==> config.mk <==
export PLATFORM = sky130hd
export DESIGN_NAME = gray_fifo_ptr_ctrl
export DESIGN_NICKNAME = d
export VERILOG_FILES = /design/src/rtl/gray_fifo_ptr_ctrl.sv
export SDC_FILE = /design/constraint.sdc
export NUM_CORES = 1
export LEC_CHECK = 0
export CORE_AREA = 4 4 68 55
export DETAILED_ROUTE_END_ITERATION = 8
export DIE_AREA = 0 0 72 59
export PLACE_DENSITY_LB_ADDON = 0.08
export SYNTH_ARGS = -nofsm -noshare
export SYNTH_HDL_FRONTEND = slang
export SYNTH_SLANG_ARGS = --single-unit
==> constraint.sdc <==
create_clock -name clk_i -period 5.3 [get_ports clk_i]
set_clock_uncertainty 0.1 [all_clocks]
set_input_delay 1.59 -clock clk_i [delete_from_list [all_inputs] [get_ports clk_i]]
set_output_delay 1.59 -clock clk_i [all_outputs]
set_load 0.1 [all_outputs]
==> src/rtl/gray_fifo_ptr_ctrl.sv <==
// gray_fifo_ptr_ctrl
//   Single-clock pointer controller for a 2**ADDR_WIDTH-entry FIFO RAM. Grants
//   push/pop requests against registered full/empty flags, advances binary read
//   and write pointers, and publishes each pointer as registered Gray code (one
//   bit change per step) for a downstream CDC synchronizer. RAM is external.
//
// Ports
//   clk_i          clock, rising edge
//   rst_i          asynchronous reset, active-high
//   push_i         write request
//   pop_i          read request
//   clr_err_i      clears sticky overflow/underflow flags
//   push_ok_o      push accepted this cycle (combinational)
//   pop_ok_o       pop accepted this cycle (combinational)
//   wr_addr_o      RAM write address (low bits of binary write pointer)
//   rd_addr_o      RAM read address (low bits of binary read pointer)
//   wr_ptr_gray_o  Gray-coded write pointer, ADDR_WIDTH+1 bits
//   rd_ptr_gray_o  Gray-coded read pointer, ADDR_WIDTH+1 bits
//   level_o        occupancy 0..DEPTH
//   full_o         level_o == DEPTH
//   empty_o        level_o == 0
//   overflow_o     sticky: push requested while full
//   underflow_o    sticky: pop requested while empty

module gray_fifo_ptr_ctrl #(
  parameter int ADDR_WIDTH = 4
) (
  input  logic                  clk_i,
  input  logic                  rst_i,
  input  logic                  push_i,
  input  logic                  pop_i,
  input  logic                  clr_err_i,
  output logic                  push_ok_o,
  output logic                  pop_ok_o,
  output logic [ADDR_WIDTH-1:0] wr_addr_o,
  output logic [ADDR_WIDTH-1:0] rd_addr_o,
  output logic [ADDR_WIDTH:0]   wr_ptr_gray_o,
  output logic [ADDR_WIDTH:0]   rd_ptr_gray_o,
  output logic [ADDR_WIDTH:0]   level_o,
  output logic                  full_o,
  output logic                  empty_o,
  output logic                  overflow_o,
  output logic                  underflow_o
);

  localparam int PW = ADDR_WIDTH + 1;
  localparam logic [PW-1:0] DEPTH = {1'b1, {ADDR_WIDTH{1'b0}}};

  logic [PW-1:0] wr_ptr;
  logic [PW-1:0] rd_ptr;
  logic [PW-1:0] wr_ptr_next;
  logic [PW-1:0] rd_ptr_next;
  logic [PW-1:0] level_next;

  function automatic logic [PW-1:0] bin2gray(input logic [PW-1:0] b);
    return b ^ (b >> 1);
  endfunction

  // Grants depend only on registered flags, so push and pop never gate each other.
  assign push_ok_o = push_i & ~full_o;
  assign pop_ok_o  = pop_i & ~empty_o;

  assign wr_ptr_next = wr_ptr + PW'(push_ok_o);
  assign rd_ptr_next = rd_ptr + PW'(pop_ok_o);

  always_comb begin
    level_next = level_o;
    case ({push_ok_o, pop_ok_o})
      2'b10:   level_next = level_o + PW'(1);
      2'b01:   level_next = level_o - PW'(1);
      default: level_next = level_o;
    endcase
  end

  assign wr_addr_o = wr_ptr[ADDR_WIDTH-1:0];
  assign rd_addr_o = rd_ptr[ADDR_WIDTH-1:0];

  always_ff @(posedge clk_i or posedge rst_i) begin
    if (rst_i) begin
      wr_ptr        <= '0;
      rd_ptr        <= '0;
      wr_ptr_gray_o <= '0;
      rd_ptr_gray_o <= '0;
      level_o       <= '0;
      full_o        <= 1'b0;
      empty_o       <= 1'b1;
    end else begin
      wr_ptr        <= wr_ptr_next;
      rd_ptr        <= rd_ptr_next;
      // Gray loads from the next binary value so both views move on the same edge.
      wr_ptr_gray_o <= bin2gray(wr_ptr_next);
      rd_ptr_gray_o <= bin2gray(rd_ptr_next);
      level_o       <= level_next;
      full_o        <= (level_next == DEPTH);
      empty_o       <= (level_next == '0);
    end
  end

  // A new rejection takes priority over a clear in the same cycle.
  always_ff @(posedge clk_i or posedge rst_i) begin
    if (rst_i) begin
      overflow_o  <= 1'b0;
      underflow_o <= 1'b0;
    end else begin
      if (push_i && full_o)
        overflow_o <= 1'b1;
      else if (clr_err_i)
        overflow_o <= 1'b0;

      if (pop_i && empty_o)
        underflow_o <= 1'b1;
      else if (clr_err_i)
        underflow_o <= 1'b0;
    end
  end

endmodule
==> results.toml, run 1 <==
[outcome]
run_status = "completed"

[synthesis]
synthMuxAreaShare = 0.01505
synth_ff_type = "dfrtp_1"
syn_area_sq_mm = 0.001330
synth_xor_area_frac = 0.1185
synth_top_family_by_area = "simple AND/OR/NAND/NOR gates"
synth_top_area_share = 0.4892
synth_async_sr_flop_share = 1.000
synth_simple_gate_area_frac = 0.1486
synth_cell_types = 32
seq_area_frac_synth = 0.5089
yosysWarnings = 0
synth-seq-cells = 27
synth-edff-count = 0
syn-num-nets = 129
avgSynthCellArea_sq_um = 11.37
synth_area_leaders = "dfrtp_1 (49%), ha_1 (6.6%), xor2_1 (6.6%), xnor2_1 (5.3%), inv_1 (2.8%)"
syn_inst = 117
yosys.area_share.adder = 0.06585
synth_top_area_cell = "dfrtp_1"
synth-compound-area-share = 0.08561

[timing]
max_slew_margin = 0.3398
setup_viol = 0
final.setup.worst_slack_ps = 986.7
worstMarginPinSlew_ps = 987.2
setup_tns_ps = 0
finalMaxSlewViolations = 0
post-route-min-period_ps = 4313
period_share = 0.8138
clock.fmax_mhz = 231.8
hold_viol = 0
rsz0062_at_grt = "no"

[grt]
grt_pass1_wl_microns = 4374
antenna_found_initial = 0
grtUsageTotal = 0.1328
grt_pass1_vias = 939
grt_max_degree = 28
grt-ovfl-total = 0

[detailed_routing]
drcViolationCount = 0
drt_iter0_drc = 31
drt_wl_total_microns = 2472
viasPerCell = 4.868
wl_per_cell_microns = 13.01
drtAntennaViolNets = 0
vias = 925
dr.pass1.iters = 4

[floorplan]
dieArea_sq_mm = 0.004248
io-pin-count = 34
start_util = 0.4279
die_h_microns = 59
core-area_sq_mm = 0.003108
fp.dieW_microns = 72
placementRows = 18

[cells_and_area]
finalNetCount = 163
final_area_sq_mm = 0.001719
diodes = 0
layout_commonest_cell = "clkdlybuf4s50_1"
final_cell_mix = "clkdlybuf4s50_1 (31), dfrtp_1 (26), xor2_1 (10), inv_1 (10), nand2_1 (9)"
syn_to_final_growth_pct = 29.26
layoutNonFillerInstCount = 190
drive_above_1_share = 0.1067
nFillCells = 275

[setup_path]
crit_path_max_incr_delay_ps = 520
path_cells = "clkdlybuf4s50_1 > nand2b_4 > inv_2 > buf_4"
crit_required_ps = 3610
worst-path-buf-inv = 3
cp_max_fo = 7
critPathCaptureType = "output port"
crit_family = "buffers and inverters"
startpoint_type = "input port"
criticalPathCategory = "input port to output port"
slowest_stage = "clkdlybuf4s50_1"
worst_ep_arrival_time_ps = 2620

[cts]
h-tree-depth = 1
ctsRootBufferMaster = "clkbuf_8"
cts_setup_buffers = 0
cts_tree = "built"
cts_buffers = 3
clock_insertion_delay_worst_skew_ps = 260
clockBufferDepth = 2
cts.hold.buffers_added = 0
cts_resized = 0
cts.sinks = 27
path_clk_slew_ps = 80

[placement]
dp.final_hpwl_microns = 1981
gp_congestion = 0.7699
placed_area_sq_mm = 0.001674
dpl.cell_count = 186
portBuffers = 33
place_ws_ps = 986.2

[worst_hold_path]
hold_path.class = "register to register"

[flow_run]
maxCapViolations = 0
==> layer usage <==
layer / vias up / share of wire / track usage
met5: - / 0 / 0
met4: 0 / 0.0049 / 0.01609
met3: 4 / 0.070 / 0.05085
met2: 29 / 0.46 / 0.2173
met1: 435 / 0.46 / 0.1741
li1: 457 / - / -
==> flip-flops by register name, indices dropped and copies added, names as in the netlist <==
signal	count
rd_ptr_gray_o	4
overflow_o	1
underflow_o	1
wr_ptr	5
rd_ptr	5
full_o	1
empty_o	1
wr_ptr_gray_o	4
level_o	5
==> per-stage QoR <==
stage	hold slack (ps)	util
4_1_cts	420.6	0.5531
5_1_grt	434.2	0.5531
3_3_place_gp	400.2	0.5386
6_report	418.7	0.5531
2_1_floorplan	631.3	-
3_5_place_dp	407.4	0.5386
==> cell usage after synthesis, drive strengths merged, types with 2 or more instances <==
master	number
nand2	9
nor2	5
xor2	10
nor3	4
inv	12
nand4	3
o21ai	5
nand2b	3
buf	3
o221a	2
dfrtp	26
nand3	4
nor2b	2
mux2i	2
xnor2	8
ha	7
a21oi	2
==> cells by family after synthesis <==
| logic type | Yosys count |
|---|---|
| xor gates and xnor gates | 18 |
| buffers and inverters | 16 |
| and+or+nand+nor | 32 |
| DFF | 27 |
| muxes | 2 |
| AOI/OAI and AO/OA | 15 |
| adders and majority gates | 7 |
==> cell type report <==
cell class                 instances  area (sq um)  share of cell area
inverter                          12         45.04             0.02620
sequential                        27         676.9              0.3937
clock buffer                       4         45.04             0.02620
timing repair buffer              33         325.3              0.1892
multi-input combinational         74         576.8              0.3355
tap                               40         50.05             0.02911
==> worst paths after layout <==
| check | startpoint | end | slack [ps] | cells after the start |
|---|---|---|---|---|
| max in group asynchronous | rst_i | full_o | 2760 | 2 |
| setup / recovery | push_i | push_ok_o | 990 | 4 |
| setup reg to reg | empty_o | empty_o | 2730 | 11 |
| min in group asynchronous | rst_i | rd_ptr[0] | 1750 | 2 |
| hold / removal | rd_ptr[4] | rd_ptr[4] | 420 | 1 |
| hold reg to reg | rd_ptr[4] | rd_ptr[4] | 420 | 1 |
Power of run 1 is left out: the tool's default activity adds up to more than one toggle a clock period on the data nets, which glitch-free logic cannot reach.
==> inputs of run 2 (changes only) <==
clock period = 4.45 ns   (was 5.3 ns; I/O delays follow)
==> run 2 against run 1 <==
Core utilization up 0.81 points; flip-flop and latch count stayed put; register-to-register slack worse by 810 ps; setup slack lost 260 ps; worst hold slack worse by 6.6 ps; routed wire length decreased by 5.9%; first-iteration DRC count fell by 19%; count of clock-buffer cells in the layout did not move.
==> results.toml, run 2 (synthesis gave the netlist of run 1 again) <==
[outcome]
run_status = "completed"

[placement]
dp.final_hpwl_microns = 1883
gp_congestion = 0.9697
placed_area_sq_mm = 0.001699
portBuffers = 33

[setup_path]
worst-path-buf-inv = 3
timing.rr.end = "full_o"
criticalPathCategory = "input port to output port"
startpoint_type = "input port"
worst_r2r_path_depth = 11
path_cells = "clkdlybuf4s50_1 > nand2b_4 > inv_2 > buf_12"
critPathCaptureType = "output port"
cp_max_fo = 7
worst_ep_arrival_time_ps = 2280
crit_path_max_incr_delay_ps = 530
r2r_start = "empty_o"
crit_required_ps = 3010
slowest_stage = "clkdlybuf4s50_1"
regToRegSetupSlack_ps = 1920
crit_family = "buffers and inverters"

[cells_and_area]
seqCellArea_sq_um = 676.9
multi_input_area_sq_um = 576.8
diodes = 0
drive_above_1_share = 0.1067
layout_commonest_cell = "clkdlybuf4s50_1"
reg.largest.list = "level_o (5), rd_ptr (5), wr_ptr (5)"
nFillCells = 254
final_cell_mix = "clkdlybuf4s50_1 (31), dfrtp_1 (26), xor2_1 (10), inv_1 (10), nand2_1 (9)"
syn_to_final_growth_pct = 31.14
final_util = 0.5612
final_area_sq_mm = 0.001744
finalNetCount = 163

[floorplan]
fp.dieW_microns = 72
start_util = 0.4279
io-pin-count = 34
core-area_sq_mm = 0.003108
dieArea_sq_mm = 0.004248
placementRows = 18
die_h_microns = 59

[grt]
use_met3 = 0.04237
grt-ovfl-total = 0
grt-busiest-layer = "met2"
grt_util_met1 = 0.1486
grt_max_degree = 28
use_met2 = 0.2134
grt_pass1_vias = 948
grtUsageTotal = 0.1212
grt_pass1_wl_microns = 4071
antenna_found_initial = 0

[timing]
rsz0062_at_grt = "no"
post-route-min-period_ps = 3719
finalMaxSlewViolations = 0
clock.fmax_mhz = 268.9
setup_tns_ps = 0
hold_viol = 0
worstMarginPinSlew_ps = 982.1
period_share = 0.8357
hold-worst-slack_ps = 412.1
max_slew_margin = 0.3432
setup_viol = 0

[cts]
cts.hold.buffers_added = 0
cts_setup_buffers = 0
path_clk_slew_ps = 80
ctsRootBufferMaster = "clkbuf_8"
h-tree-depth = 1
clockBufferDepth = 2
cts_tree = "built"
cts_buffers = 3
cts.sinks = 27
clock_insertion_delay_worst_skew_ps = 260
cts_resized = 0

[worst_hold_path]
whs_path_depth = 1
worstHoldEndpoint = "wr_ptr[4]"
hold_path.class = "register to register"
hold_start = "wr_ptr[4]"

[detailed_routing]
drt_iter0_drc = 25
vias = 922
wl_per_cell_microns = 12.24
drcViolationCount = 0
dr.pass1.iters = 4
drtAntennaViolNets = 0
drt_wl_total_microns = 2326
viasPerCell = 4.853

[flow_run]
maxCapViolations = 0
## run 2: area by class of cell
| type | count | area share |
|---|---|---|
| well taps | 40 | 0.02869 |
| flip-flops and latches | 27 | 0.3881 |
| inverters | 12 | 0.02583 |
| repair buffers | 33 | 0.2009 |
| multi-input cells | 74 | 0.3307 |
| clock buffers | 4 | 0.02583 |
## run 2: worst max-delay path by stage
stage,start,endpoint,slack [ps],cells past startpoint
finish,push_i,push_ok_o,730,4
global route,pop_i,empty_o,660,12
CTS,push_i,push_ok_o,730,4
detailed placement,pop_i,full_o,640,12
global placement,pop_i,empty_o,690,12
floorplan,pop_i,full_o,920,11
## run 2: per-stage QoR
stage | setup slack, ps | std cells
finish | 731.3 | 190
CTS | 728.7 | 190
global placement | 692.1 | 186
detailed placement | 636.6 | 186
floorplan | 921.4 | 117
global route | 663.9 | 190
## run 2: layer usage
metal  up-vias  wire length [microns]
li1        459                      -
met1       429                   1046
met2        30                   1092
met3         4                    166
met4         0                     21
met5         -                      0
Power of run 2 is left out for the same reason.
==> inputs of run 3 (changes only) <==
clock period = 3.7 ns   (was 4.45 ns; I/O delays follow)
==> run 3 against run 2 <==
Global-route usage grew 0.17 points; count of clock-buffer cells in the layout shrank 1; cell count grew 0.53%; critical path type is now input port to register.
==> results.toml, run 3 (synthesis gave the netlist of run 1 again) <==
[outcome]
run_status = "completed"

[timing]
setup_tns_ps = 0
clock.fmax_mhz = 299.5
hold_viol = 0
finalMaxSlewViolations = 0
worstMarginPinSlew_ps = 387.6
rsz0062_at_grt = "no"
setup_viol = 0
max_slew_margin = 0.7407
final.setup.worst_slack_ps = 361.4
post-route-min-period_ps = 3339
period_share = 0.9023

[placement]
dp.final_hpwl_microns = 1941
portBuffers = 33
place_ws_ps = 103.8
gp_congestion = 0.9496
dpl.cell_count = 187

[grt]
grt_pass1_vias = 907
grt_max_degree = 28
grt-ovfl-total = 0
grt_pass1_wl_microns = 4057
antenna_found_initial = 0
grtUsageTotal = 0.1229

[cells_and_area]
syn_to_final_growth_pct = 26.72
reg.largest.list = "level_o (5), rd_ptr (5), wr_ptr (5)"
finalNetCount = 164
drive_above_1_share = 0.2980
final_util = 0.5423
layout_commonest_cell = "buf_4"
layoutNonFillerInstCount = 191
nFillCells = 286
diodes = 0
final_cell_mix = "buf_4 (28), dfrtp_1 (26), xor2_1 (10), inv_1 (10), nand2_1 (9)"

[worst_hold_path]
hold_start = "rd_ptr[4]"
whs_path_depth = 1
worstHoldEndpoint = "rd_ptr[4]"
hold_path.class = "register to register"

[flow_run]
maxCapViolations = 0

[cts]
cts.hold.buffers_added = 0
clock_insertion_delay_worst_skew_ps = 260
cts.sinks = 27
cts_setup_buffers = 0
cts_tree = "built"
clockBufferDepth = 2
path_clk_slew_ps = 80
cts_resized = 0
ctsRootBufferMaster = "clkbuf_8"
h-tree-depth = 1
cts_buffers = 3

[floorplan]
io-pin-count = 34
fp.dieW_microns = 72
die_h_microns = 59
dieArea_sq_mm = 0.004248
start_util = 0.4279
core-area_sq_mm = 0.003108
placementRows = 18

[detailed_routing]
dr.pass1.iters = 4
viasPerCell = 4.775
wl_per_cell_microns = 12.25
vias = 912
drt_wl_total_microns = 2339
drt_iter0_drc = 21
drcViolationCount = 0
drtAntennaViolNets = 0

[setup_path]
regToRegSetupSlack_ps = 1170
timing.rr.end = "full_o"
worst_ep_arrival_time_ps = 3440
path_cells = "clkdlybuf4s50_1 > nand2b_4 > inv_2 > nand2_1 > xnor2_1 > ha_1 > a21oi_2 > a21boi_0 > o21ai_0 > a21oi_1 > o21a_1 > o221a_1"
critPathCaptureType = "register"
r2r_start = "empty_o"
crit_path_max_incr_delay_ps = 520
cp_max_fo = 6
crit_required_ps = 3800
worst-path-buf-inv = 2
crit_family = "compound AO/OA/AOI/OAI gates"
slowest_stage = "clkdlybuf4s50_1"
startpoint_type = "input port"
worst_r2r_path_depth = 11
criticalPathCategory = "input port to register"
==> run 3: cell count changes in the layout (fill, tap and decap cells not counted) <==
cell | previous run | this run
clkdlybuf4s50_1 | 31 | 4
buf_4 | 0 | 28
clkbuf_1 | 1 | 0
clkinv_2 | 0 | 1
==> run 3: through the flow <==
step	hold slack (ps)	instance area [sq um]
2_1_floorplan	631.3	1330
3_3_place_gp	400.9	1639
5_1_grt	437.0	1685
6_report	419.3	1685
4_1_cts	426.2	1685
3_5_place_dp	414.2	1639
==> run 3: worst max-delay path by stage <==
stage / start / end / depth (start not counted)
6_report: pop_i / full_o / 12
5_1_grt: pop_i / empty_o / 12
4_1_cts: pop_i / full_o / 12
3_5_place_dp: pop_i / full_o / 12
3_3_place_gp: pop_i / empty_o / 12
2_1_floorplan: pop_i / full_o / 11
==> run 3: layer usage <==
metal / vias up / wire, microns / global-route usage
li1: 460 / - / -
met1: 425 / 1098 / 0.1614
met2: 25 / 1069 / 0.2042
met3: 2 / 164 / 0.04237
met4: 0 / 6 / 0.01609
met5: - / 0 / 0
==> run 3: area by class of cell <==
type | instances | area (sq um) | share of cell area
multi-input cells | 74 | 576.8 | 0.3422
inverters | 12 | 45.04 | 0.02673
clock inverters | 1 | 5.005 | 0.002970
clock buffers | 3 | 41.29 | 0.02450
flip-flops and latches | 27 | 676.9 | 0.4016
well taps | 40 | 50.05 | 0.02970
repair buffers | 34 | 290.3 | 0.1722
Power of run 3 is left out for the same reason.
